==> config.mk <==
export PLATFORM = sky130hd
export DESIGN_NAME = debouncer_multi_flat
export DESIGN_NICKNAME = d
export VERILOG_FILES = /design/src/rtl/debouncer_multi_if.sv /design/src/rtl/debouncer_multi.sv /design/src/flat_wrapper.sv
export SDC_FILE = /design/constraint.sdc
export NUM_CORES = 1
export LEC_CHECK = 0
export BUFFER_PORTS_ARGS = -buffer_cell sky130_fd_sc_hd__buf_2
export CAP_MARGIN = 20
export CELL_PAD_IN_SITES_DETAIL_PLACEMENT = 0
export CELL_PAD_IN_SITES_GLOBAL_PLACEMENT = 1
export CORE_ASPECT_RATIO = 0.5
export CORE_MARGIN = 2
export CORE_UTILIZATION = 37
export CTS_BUF_LIST = sky130_fd_sc_hd__clkbuf_2 sky130_fd_sc_hd__clkbuf_4 sky130_fd_sc_hd__clkbuf_8
export DETAILED_ROUTE_END_ITERATION = 8
export GPL_TIMING_DRIVEN = 0
export PLACE_DENSITY = 0.62
export SLEW_MARGIN = 20
export SYNTH_ARGS = -nofsm -noshare
export SYNTH_HDL_FRONTEND = slang
export SYNTH_SLANG_ARGS = --single-unit
==> constraint.sdc <==
create_clock -name clk -period 6.7 [get_ports clk]
set_input_delay 1.005 -clock clk [delete_from_list [all_inputs] [get_ports clk]]
set_output_delay 1.005 -clock clk [all_outputs]
set_load 0.05 [all_outputs]
==> src/rtl/debouncer_multi_if.sv <==
// debouncer_multi_if: groups the per-channel pins of debouncer_multi.
//   raw  - asynchronous raw button/switch inputs, bit i is channel i
//   q    - debounced level, registered
//   rise - one-cycle pulse when q goes 0->1
//   fall - one-cycle pulse when q goes 1->0
//   rpt  - one-cycle auto-repeat pulse while a channel is held
// The master modport is the board/pin side and the slave modport is the debouncer.
interface debouncer_multi_if #(
    parameter int unsigned CHANNELS = 4
) ();
    logic [CHANNELS-1:0] raw;
    logic [CHANNELS-1:0] q;
    logic [CHANNELS-1:0] rise;
    logic [CHANNELS-1:0] fall;
    logic [CHANNELS-1:0] rpt;

    modport master (
        output raw,
        input  q,
        input  rise,
        input  fall,
        input  rpt
    );

    modport slave (
        input  raw,
        output q,
        output rise,
        output fall,
        output rpt
    );
endinterface

==> src/rtl/debouncer_multi.sv <==
// debouncer_multi: multi-channel button/switch debouncer with optional auto-repeat.
//   clk   - system clock, all logic on the rising edge
//   reset - synchronous, active-high reset
//   bus   - debouncer_multi_if slave: raw in; q, rise, fall, rpt out
// Each channel runs a two-flop synchroniser followed by a four-state FSM that
// requires DEBOUNCE_CNT+1 consecutive equal samples before changing q.
module debouncer_multi #(
    parameter int unsigned CHANNELS      = 4,
    parameter int unsigned DEBOUNCE_CNT  = 500000,
    parameter int unsigned REPEAT_EN     = 0,
    parameter int unsigned REPEAT_DELAY  = 25000000,
    parameter int unsigned REPEAT_PERIOD = 5000000
) (
    input logic              clk,
    input logic              reset,
    debouncer_multi_if.slave bus
);

    localparam int unsigned CntW   = $clog2(DEBOUNCE_CNT + 1);
    localparam int unsigned RptMax = (REPEAT_DELAY > REPEAT_PERIOD) ? REPEAT_DELAY
                                                                    : REPEAT_PERIOD;
    localparam int unsigned RcntW  = $clog2(RptMax + 1);

    localparam logic [CntW-1:0]  CntLoad    = CntW'(DEBOUNCE_CNT - 1);
    localparam logic [RcntW-1:0] RcntDelay  = RcntW'(REPEAT_DELAY - 1);
    localparam logic [RcntW-1:0] RcntPeriod = RcntW'(REPEAT_PERIOD - 1);

    typedef enum logic [1:0] {
        StStable0,
        StTo1,
        StStable1,
        StTo0
    } state_e;

    // Two-flop synchroniser for every channel.
    logic [CHANNELS-1:0] sync1_q;
    logic [CHANNELS-1:0] sync2_q;

    always_ff @(posedge clk) begin
        if (reset) begin
            sync1_q <= '0;
            sync2_q <= '0;
        end else begin
            sync1_q <= bus.raw;
            sync2_q <= sync1_q;
        end
    end

    logic [CHANNELS-1:0] q_vec;
    logic [CHANNELS-1:0] rise_vec;
    logic [CHANNELS-1:0] fall_vec;
    logic [CHANNELS-1:0] rpt_vec;

    for (genvar i = 0; i < CHANNELS; i++) begin : gen_ch
        state_e           state_q, state_d;
        logic [CntW-1:0]  cnt_q, cnt_d;
        logic [RcntW-1:0] rcnt_q, rcnt_d;
        logic             q_q, q_d;
        logic             rise_q, rise_d;
        logic             fall_q, fall_d;
        logic             rpt_q, rpt_d;
        logic             s;

        assign s = sync2_q[i];

        always_comb begin
            state_d = state_q;
            cnt_d   = cnt_q;
            rcnt_d  = rcnt_q;
            q_d     = q_q;
            rise_d  = 1'b0;
            fall_d  = 1'b0;
            rpt_d   = 1'b0;
            unique case (state_q)
                StStable0: begin
                    if (s) begin
                        state_d = StTo1;
                        cnt_d   = CntLoad;
                    end
                end
                StTo1: begin
                    if (!s) begin
                        // Bounce: drop the attempt, counter reloads on the next one.
                        state_d = StStable0;
                    end else if (cnt_q == '0) begin
                        state_d = StStable1;
                        q_d     = 1'b1;
                        rise_d  = 1'b1;
                        rcnt_d  = RcntDelay;
                    end else begin
                        cnt_d = cnt_q - CntW'(1);
                    end
                end
                StStable1: begin
                    if (!s) begin
                        state_d = StTo0;
                        cnt_d   = CntLoad;
                    end else if (REPEAT_EN != 0) begin
                        if (rcnt_q == '0) begin
                            rpt_d  = 1'b1;
                            rcnt_d = RcntPeriod;
                        end else begin
                            rcnt_d = rcnt_q - RcntW'(1);
                        end
                    end
                end
                StTo0: begin
                    // rcnt is left alone here so a release bounce keeps the repeat schedule.
                    if (s) begin
                        state_d = StStable1;
                    end else if (cnt_q == '0) begin
                        state_d = StStable0;
                        q_d     = 1'b0;
                        fall_d  = 1'b1;
                    end else begin
                        cnt_d = cnt_q - CntW'(1);
                    end
                end
                default: begin
                    state_d = StStable0;
                end
            endcase
        end

        always_ff @(posedge clk) begin
            if (reset) begin
                state_q <= StStable0;
                cnt_q   <= '0;
                rcnt_q  <= '0;
                q_q     <= 1'b0;
                rise_q  <= 1'b0;
                fall_q  <= 1'b0;
                rpt_q   <= 1'b0;
            end else begin
                state_q <= state_d;
                cnt_q   <= cnt_d;
                rcnt_q  <= rcnt_d;
                q_q     <= q_d;
                rise_q  <= rise_d;
                fall_q  <= fall_d;
                rpt_q   <= rpt_d;
            end
        end

        assign q_vec[i]    = q_q;
        assign rise_vec[i] = rise_q;
        assign fall_vec[i] = fall_q;
        assign rpt_vec[i]  = rpt_q;
    end

    assign bus.q    = q_vec;
    assign bus.rise = rise_vec;
    assign bus.fall = fall_vec;
    assign bus.rpt  = rpt_vec;

endmodule

==> src/flat_wrapper.sv <==
// flat-port wrapper written by rule: the top's interface ports become plain ports
module debouncer_multi_flat 
#(
    parameter int unsigned CHANNELS      = 4,
    parameter int unsigned DEBOUNCE_CNT  = 500000,
    parameter int unsigned REPEAT_EN     = 0,
    parameter int unsigned REPEAT_DELAY  = 25000000,
    parameter int unsigned REPEAT_PERIOD = 5000000
)
  (clk, reset, bus_raw, bus_q, bus_rise, bus_fall, bus_rpt);
  debouncer_multi_if #(.CHANNELS(CHANNELS)) bus_i ();
  input logic clk;
  input logic reset;
  input wire logic [$bits(bus_i.raw)-1:0] bus_raw;
  output wire logic [$bits(bus_i.q)-1:0] bus_q;
  output wire logic [$bits(bus_i.rise)-1:0] bus_rise;
  output wire logic [$bits(bus_i.fall)-1:0] bus_fall;
  output wire logic [$bits(bus_i.rpt)-1:0] bus_rpt;
  assign bus_i.raw = bus_raw;
  assign bus_q = bus_i.q;
  assign bus_rise = bus_i.rise;
  assign bus_fall = bus_i.fall;
  assign bus_rpt = bus_i.rpt;
  debouncer_multi #(.CHANNELS(CHANNELS), .DEBOUNCE_CNT(DEBOUNCE_CNT), .REPEAT_EN(REPEAT_EN), .REPEAT_DELAY(REPEAT_DELAY), .REPEAT_PERIOD(REPEAT_PERIOD)) u_core (.clk(clk), .reset(reset), .bus(bus_i));
endmodule
==> flow_summary.toml, run 1 <==
[logic_synthesis]
synth-main-ff-cell = "dfxtp_1"
yosysUniqueCellTypes = 59
synth_top_family_by_area = "simple AND/OR/NAND/NOR gates"
synth_simple_gate_area_share_pct = 24.50
synth_fa_ha_area_share_pct = 0.9970
syn_area_um2 = 5020
netlist.area_leader.share_pct = 41.48
yosysWarnings = 0
ys_seq_area_share_pct = 41.48
synth_cells = 568
synth-edff-count = 0
avgSynthCellArea_um2 = 8.838
ys_ff_latch = 104
ys_async_sr_fraction_pct = 0
synth-compound-area-share_pct = 17.65
synth_top_area_cell = "dfxtp_1"
synth.area.top_cells = "dfxtp_1, a21oi_1, xnor2_1, xor2_1, nor2_1"
yosys-mux-area-fraction_pct = 0.7976
synth_xor_xnor_area_share_pct = 8.549

[clocking]
cts_made_buffers = 9
cts_tree = "built"
clk_latency_ns = 0.39
hold_buffers = 0
clk_pin_slew_ns = 0.11
clock-root-buffer = "clkbuf_8"
cts_resized = 0
clk_path_buf_depth = 2
postCtsSetupBuffers = 0
clock_sinks = 104
cts_max_level = 3

[placement]
placed_area_um2 = 5336
dp_hpwl_um = 8101
gp_routability_congestion = 0.7522
dp_slack_ns = 4.184
portBuffers = 17

[sta]
finClkSkew_ns = 0.01807
fin_crit_sh_pct = 38.35
setup_viol = 0
timing.hold.ws_ns = 0.4450
setup_tns_ns = 0
fin_ws_ns = 4.130
min_period_ns = 2.570
tightest_slew_ns = 0.8302
hold_viol = 0
grt_setup_unrepaired = "false"
slew_viol_final = 0
fmax_mhz = 389.2
slew_headroom_pct = 44.19

[route]
route.detailed.wl_per_inst_um = 14.72
drt_iter0_markers = 139
ant_nets = 0
num_vias = 4110
first_pass_iters = 4
postRouteWirelength_um = 11480
routed_via_density = 5.269
drc_errors = 0

[global_route]
gr-usage-all-layers_pct = 16.79
grt_pass1_wl_um = 19690
grt_max_degree = 18
grt_pass1_vias = 3920
antenna_found_initial = 0
grt_overflow = 0

[power_and_ir_drop]
powerDensity_nw_per_um2 = 248.5
leakagePower_nw = 1.963
ir_drop_uv = 99.69

[layout]
final_common_cell = "dfxtp_1"
design_area_um2 = 5517
layout-drive-gt1-share_pct = 13.25
diodes = 0
nFillCells = 1394
area_delta_synth_final_pct = 9.895
final_cell_mix = "dfxtp_1, nor2_1, a21oi_1"
nets = 609
final_core_util_pct = 41.17

[worst_hold_path]
hp-start = "u_core.sync1_q[0]"
hp-class = "flop to flop"

[floorplanning]
coreArea_um2 = 13400
ioPinCount = 22
die_h_um = 86.36
num_rows = 30
die_w_um = 168.7
die-area_um2 = 14570
start_util_pct = 37.46

[setup_path]
crit_family = "simple AND/OR/NAND/NOR gates"
slowest_stage = "or4b_2"
critPathLaunch = "u_core.gen_ch[1].cnt_q[0]"
worstReg2RegStart = "u_core.gen_ch[1].cnt_q[0]"
worst-path-buf-inv = 1
worst-setup-path-type = "flop to flop"
cp.arrival_ns = 2.83
cp_slowest_stage_delay_ns = 0.67
worstSetupStartpointType = "flop"
crit_chain = "inv_1 -> ha_1 -> or4b_2 -> nor3_1 -> nand3_1 -> o31ai_1 -> a21oi_1"
cp.required_ns = 6.96
cp_max_fo = 6
endpoint_kind = "flop"

[job]
cap_violations = 0

[outcome]
status = "complete, no violations"
-- through the flow --
| step | power (W) | cells |
|---|---|---|
| after floorplan | 0.0009396 | 571 |
| after global placement | 0.001006 | 764 |
| after detailed placement | 0.001007 | 764 |
| after CTS | 0.001394 | 780 |
| after global routing | 0.001457 | 780 |
| final | 0.001371 | 780 |
-- layout make-up --
type / count / area, µm² / area share, %
Clock inverter: 5 / 41.29 / 0.7485
Timing Repair Buffer: 17 / 85.08 / 1.542
Multi-Input combinational cell: 407 / 2650 / 48.04
Buffer: 47 / 250.2 / 4.536
Sequential cell: 104 / 2082 / 37.74
Clock buffer: 11 / 138.9 / 2.518
Tap cell: 176 / 220.2 / 3.992
Inverter: 13 / 48.80 / 0.8846
-- path summary, 6_finish.rpt --
kind	to	slack, ns	cells after the start
max	u_core.gen_ch[1].cnt_q[18]	4.13	7
min	u_core.sync2_q[0]	0.44	1
max reg2reg	u_core.gen_ch[1].cnt_q[18]	4.13	7
min reg2reg	u_core.sync2_q[0]	0.44	1
-- cell families after synthesis --
family                   Yosys count
AO/OA/AOI/OAI                    136
XOR/XNOR                          49
adder cells (fa/ha/maj)            4
buffers and inverters             60
flip-flops                       104
multiplexers                       4
other                              1
AND/OR/NAND/NOR                  210
-- layer usage --
layer | up-vias | share of wire (%) | global-route usage [%]
met2 | 44 | 41 | 25.34
met3 | 8 | 3.6 | 4.247
met5 | - | 0 | 0
li1 | 2129 | - | -
met4 | 0 | 0.71 | 3.762
met1 | 1929 | 55 | 24.16
-- cells in the mapped netlist (all sizes together), types with 10 or more instances --
cell / count
a21oi: 52
a31oi: 13
buf: 25
clkbuf: 22
dfxtp: 104
inv: 13
nand2: 21
nand3: 16
nor2: 53
nor2b: 11
nor3: 16
nor4: 16
nor4b: 11
o21ai: 14
o31ai: 11
or3: 10
or4: 19
xnor2: 25
xor2: 24
-- where the power goes --
group	internal (W)	total, W	switching, W
clock network	0.000146	0.000376	0.000229
logic	0.000116	0.000298	0.000182
registers	0.000658	0.000697	0.0000393
-- sequential cells by signal (all words and copies together), names as in the netlist, named ones only --
name,flops
u_core.gen_ch.cnt_q,76
u_core.gen_ch.fall_q,4
u_core.gen_ch.q_q,4
u_core.gen_ch.rise_q,4
u_core.gen_ch.state_q,4
u_core.sync1_q,4
u_core.sync2_q,4
No activity file was read; power rests on OpenSTA's default activity.
==> run 2: changes to the inputs <==
- ABC_AREA: not set -> 1
- PLACE_DENSITY: 0.62 -> 0.69
- clock period: 6.7 -> 2.3 ns (I/O delays scaled with it)
==> flow_summary.toml, run 2 <==
[outcome]
status = "complete, no violations"

[job]
cap_violations = 0

[layout]
nFillCells = 1727
layout.cells.non_filler = 1199
final_core_util_pct = 42.11
layout-drive-gt1-share_pct = 10.85
final_common_cell = "nand2_1"
nets = 1000
diodes = 0
area_delta_synth_final_pct = 9.983
design_area_um2 = 6575
largest_reg_flops = 76
final_cell_mix = "nand2_1, nor2_1, dfxtp_1"
top_register = "u_core.gen_ch.cnt_q"

[clocking]
clock-root-buffer = "clkbuf_8"
clk_path_buf_depth = 2
clock_sinks = 104
cts_made_buffers = 9
clk_latency_ns = 0.39
cts_max_level = 3
clk_pin_slew_ns = 0.12
cts_tree = "built"

[sta]
fin_crit_sh_pct = 90.03
fin_ws_ns = 0.2292
finClkSkew_ns = 0.009085
setup_viol = 0
min_period_ns = 2.071
hold_viol = 0
slew_headroom_pct = 54.19
grt_setup_unrepaired = "false"
tightest_slew_ns = 0.6872
fmax_mhz = 482.9
slew_viol_final = 0
setup_tns_ns = 0

[floorplanning]
num_rows = 32
coreArea_um2 = 15620
die_w_um = 183.8
die-area_um2 = 17250
ioPinCount = 22
die_h_um = 93.88
start_util_pct = 38.29

[setup_path]
cp.arrival_ns = 2.32
endpoint_kind = "flop"
cp.required_ns = 2.55
cp_max_fo = 10
worstSetupStartpointType = "flop"
worstReg2RegStart = "u_core.gen_ch[2].cnt_q[0]"
critPathLaunch = "u_core.gen_ch[2].cnt_q[0]"
worst-setup-path-type = "flop to flop"

[logic_synthesis]
yosysWarnings = 0
yosysUniqueCellTypes = 36
post-synth-top-count-cell = "nand2_1"
netlist.area_leader.share_pct = 34.83
synth-compound-area-share_pct = 8.058
avgSynthCellArea_um2 = 6.240
synth-main-ff-cell = "dfxtp_1"
ys_seq_area_share_pct = 34.83
synth_fa_ha_area_share_pct = 0.8372
synth_top_area_cell = "dfxtp_1"
synth-edff-count = 0
synth.area.top_cells = "dfxtp_1, nand2_1, nor2_1, nand3_1, inv_1"
syn_area_um2 = 5978
ys_ff_latch = 104
yosys-mux-area-fraction_pct = 0
synth_common_cells = "nand2_1, nor2_1, dfxtp_1"
synth_simple_gate_area_share_pct = 43.57
ys_async_sr_fraction_pct = 0
synth_cells = 958
synth_top_family_by_area = "simple AND/OR/NAND/NOR gates"
synth_xor_xnor_area_share_pct = 2.051

[route]
first_pass_iters = 5
postRouteWirelength_um = 15290
drt_iter0_markers = 257
drc_errors = 0
num_vias = 5673
ant_nets = 0
route.detailed.wl_per_inst_um = 12.75
routed_via_density = 4.731

[power_and_ir_drop]
seq_power_share_pct = 45.7
power_switching_w = 0.001498
pwr-share-comb_pct = 24.1
powerDensity_nw_per_um2 = 646.9
switching_share_pct = 35.22
leakagePower_nw = 2.983
power.internal_w = 0.002756
ir_drop_uv = 362.6
clkPwrFrac_pct = 30.2

[placement]
dp_hpwl_um = 11250
placed_area_um2 = 6325
gp_routability_congestion = 0.8266
post-place-cells = 1181
dp_slack_ns = 0.01310
portBuffers = 16

[global_route]
grt_overflow = 0
gr-usage-all-layers_pct = 18.89
grt_pass1_wl_um = 25700
antenna_found_initial = 0
grt_max_degree = 21
grt_pass1_vias = 5167

[worst_hold_path]
hp-class = "primary input to flop"
hp-start = "bus_raw[0]"
[run 2: layer usage]
layer  vias to the layer above  wire length, µm  track usage [%]
li1                       3043                -                -
met1                      2568             7853            25.17
met2                        54             6905            32.11
met3                         8              432            3.953
met4                         0               94            3.000
met5                         -                0                0
[run 2: critical path, stage by stage, from the launching register on]
cell,delay [ns]
dfxtp_1,0.34
inv_2,0.13
ha_1,0.21
nand3_2,0.19
nor2_4,0.20
nand3b_2,0.18
nand2_4,0.19
inv_2,0.10
buf_2,0.21
o21ai_0,0.10
a21oi_1,0.08
[run 2: worst paths after layout]
kind | to | slack (ns) | depth (start not counted)
worst max-delay path | u_core.gen_ch[2].cnt_q[4] | 0.23 | 10
worst min-delay path | u_core.sync1_q[0] | 0.14 | 3
worst max register to register | u_core.gen_ch[2].cnt_q[4] | 0.23 | 10
worst min register to register | u_core.sync2_q[3] | 0.41 | 2
[run 2: cell families after synthesis]
kind of cell	count (synthesis)
compound gates	86
xor+xnor	14
fa+ha+maj	4
buf+inv	144
flops	104
other cells	1
simple gates	605
[run 2: layout make-up]
class | instances | area (µm²) | area share [%]
multi-input combinational | 713 | 3288 | 50.01
clock inverter | 7 | 97.59 | 1.484
buffer | 42 | 250.2 | 3.806
tap | 204 | 255.2 | 3.882
inverter | 102 | 382.9 | 5.823
sequential | 104 | 2082 | 31.67
clock buffer | 9 | 123.9 | 1.884
timing repair buffer | 18 | 95.09 | 1.446
[run 2: what timing repair did]
item,in CTS,in global routing
buffers inserted,0,2
gates resized for setup,0,3
hold buffers,0,0
setup endpoints to repair,0,14
[run 2: metrics by stage]
step | hold slack [ns] | power, W
2_1_floorplan | 0.3883 | 0.002779
3_3_place_gp | 0.3962 | 0.002993
3_5_place_dp | 0.4003 | 0.003001
4_1_cts | 0.1157 | 0.004312
5_1_grt | 0.1161 | 0.004561
6_report | 0.1437 | 0.004254
[run 2: power by group through the flow]
| stage | clock (W) | combinational, W | sequential, W |
|---|---|---|---|
| 2_1_floorplan | 0 | 0.000815 | 0.00196 |
| 3_3_place_gp | 0 | 0.00101 | 0.00198 |
| 3_5_place_dp | 0 | 0.00102 | 0.00198 |
| 4_1_cts | 0.00135 | 0.00102 | 0.00194 |
| 5_1_grt | 0.00142 | 0.00118 | 0.00196 |
| 6_report | 0.00129 | 0.00102 | 0.00194 |
==> run 3: changes to the inputs <==
- CORE_ASPECT_RATIO: 0.5 -> 0.75
==> flow_summary.toml, run 3 (synthesis gave the netlist of run 2 again) <==
[sta]
grt_setup_unrepaired = "false"
fin_crit_sh_pct = 91.01
slew_headroom_pct = 54.64
finClkSkew_ns = 0.006681
min_period_ns = 2.093
hold_viol = 0
setup_viol = 0
slew_viol_final = 0
fin_ws_ns = 0.2069
tightest_slew_ns = 0.6804
fmax_mhz = 477.8
timing.hold.ws_ns = 0.1517
setup_tns_ns = 0

[placement]
placed_area_um2 = 6332
dp_hpwl_um = 11300
gp_routability_congestion = 0.7962
dp_slack_ns = 0.1391
portBuffers = 16

[worst_hold_path]
hp-start = "bus_raw[1]"
whs_endpoint = "u_core.sync1_q[1]"
holdPathStages = 3
hp-class = "primary input to flop"

[floorplanning]
start_util_pct = 37.56
coreArea_um2 = 15920
die_h_um = 114.1
die-area_um2 = 17200
ioPinCount = 22
die_w_um = 150.8
num_rows = 40

[power_and_ir_drop]
leakagePower_nw = 3.001
powerDensity_nw_per_um2 = 660.4
power.total_w = 0.004369
ir_drop_uv = 237.2

[layout]
final_common_cell = "nand2_1"
nets = 1002
top_register = "u_core.gen_ch.cnt_q"
design_area_um2 = 6615
area_delta_synth_final_pct = 10.65
final_cell_mix = "nand2_1, nor2_1, dfxtp_1"
diodes = 0
layout-drive-gt1-share_pct = 10.84
largest_reg_flops = 76

[route]
first_pass_iters = 5
postRouteWirelength_um = 15440
drc_errors = 0
drt_iter0_markers = 305
ant_nets = 0
num_vias = 5592
route.detailed.wl_per_inst_um = 12.80
routed_via_density = 4.637

[clocking]
clock_sinks = 104
cts_max_level = 3
cts_made_buffers = 9
cts_tree = "built"
clk_path_buf_depth = 2
clock-root-buffer = "clkbuf_8"
clk_pin_slew_ns = 0.10
clk_latency_ns = 0.39

[setup_path]
worst-setup-path-type = "flop to flop"
rr_worst_depth = 10
cp.arrival_ns = 2.35
worstSetupStartpointType = "flop"
cp_slowest_stage_delay_ns = 0.33
rrSetupSlack_ns = 0.21
cp.required_ns = 2.55
critPathLaunch = "u_core.gen_ch[0].cnt_q[0]"
crit_chain = "inv_1 -> ha_1 -> nand3_2 -> nor2_4 -> nand4_4 -> nand2_8 -> inv_2 -> buf_2 -> nand2_1 -> a21oi_1"
slowest_stage = "dfxtp_1"
reg2reg_to = "u_core.gen_ch[0].cnt_q[16]"
cp_max_fo = 10
worstReg2RegStart = "u_core.gen_ch[0].cnt_q[0]"
endpoint_kind = "flop"

[global_route]
grt_pass1_wl_um = 25590
grt_overflow = 0
grt_pass1_vias = 5070
gr-usage-all-layers_pct = 18.97
grt_max_degree = 16
antenna_found_initial = 0

[outcome]
status = "complete, no violations"

[job]
cap_violations = 0
## run 3: cell types whose count changed in the layout (fill, tap and decap cells not counted), sizes merged
cell,change
bufinv,+1
clkbuf,+4
clkinv,-3
buf,+2
inv,-3
## run 3: repair_timing
item                       4_1_cts  5_1_grt
setup endpoints to repair        0       20
gates resized for setup          0        2
buffers inserted                 0        4
hold buffers                     0        0
## run 3: routing by layer
layer | wire [µm] | global-route usage (%) | vias to the layer above
li1 | - | - | 3040
met5 | 0 | 0 | -
met1 | 8544 | 28.68 | 2460
met3 | 556 | 3.865 | 12
met2 | 6171 | 27.48 | 80
met4 | 168 | 4.611 | 0
## run 3: report_power, final
group / switching [W] / leakage, nW / internal [W] / total, W
Clock: 0.000676 / 0.122 / 0.000728 / 0.00140
Sequential: 0.0000700 / 0.846 / 0.00187 / 0.00194
Combinational: 0.000677 / 2.03 / 0.000345 / 0.00102
## run 3: worst max path at each step
stage | endpoint | slack (ns) | cells past startpoint
after CTS | u_core.gen_ch[0].cnt_q[17] | 0.13 | 10
after floorplan | u_core.gen_ch[2].cnt_q[4] | 0.59 | 10
after detailed placement | u_core.gen_ch[0].cnt_q[17] | 0.14 | 10
after global routing | u_core.gen_ch[2].cnt_q[8] | 0.03 | 10
after global placement | u_core.gen_ch[2].cnt_q[4] | 0.15 | 10
final | u_core.gen_ch[0].cnt_q[16] | 0.21 | 10
## run 3: worst max-delay path, delay by kind of cell (launching register included)
family                   cells  cell delay [ns]
buffers and inverters        3             0.43
adder cells (fa/ha/maj)      1             0.28
AND/OR/NAND/NOR              5             0.85
AO/OA/AOI/OAI                1             0.06
flip-flops                   1             0.33
## run 3: area by class of cell
cell class | instances | area, µm²
plain buffers | 42 | 250.2
flip-flops and latches | 104 | 2082
well taps | 210 | 262.8
repair buffers | 20 | 110.1
multi-input cells | 713 | 3288
fillers | 1709 | 9300
clock inverters | 2 | 60.06
clock buffers | 13 | 178.9
inverters | 102 | 382.9
## run 3: per-stage QoR
stage / util, % / std cells
5_1_grt: 41.56 / 1206
4_1_cts: 41.29 / 1202
2_1_floorplan: - / 961
3_5_place_dp: 39.79 / 1187
6_report: 41.56 / 1206
3_3_place_gp: 39.79 / 1187
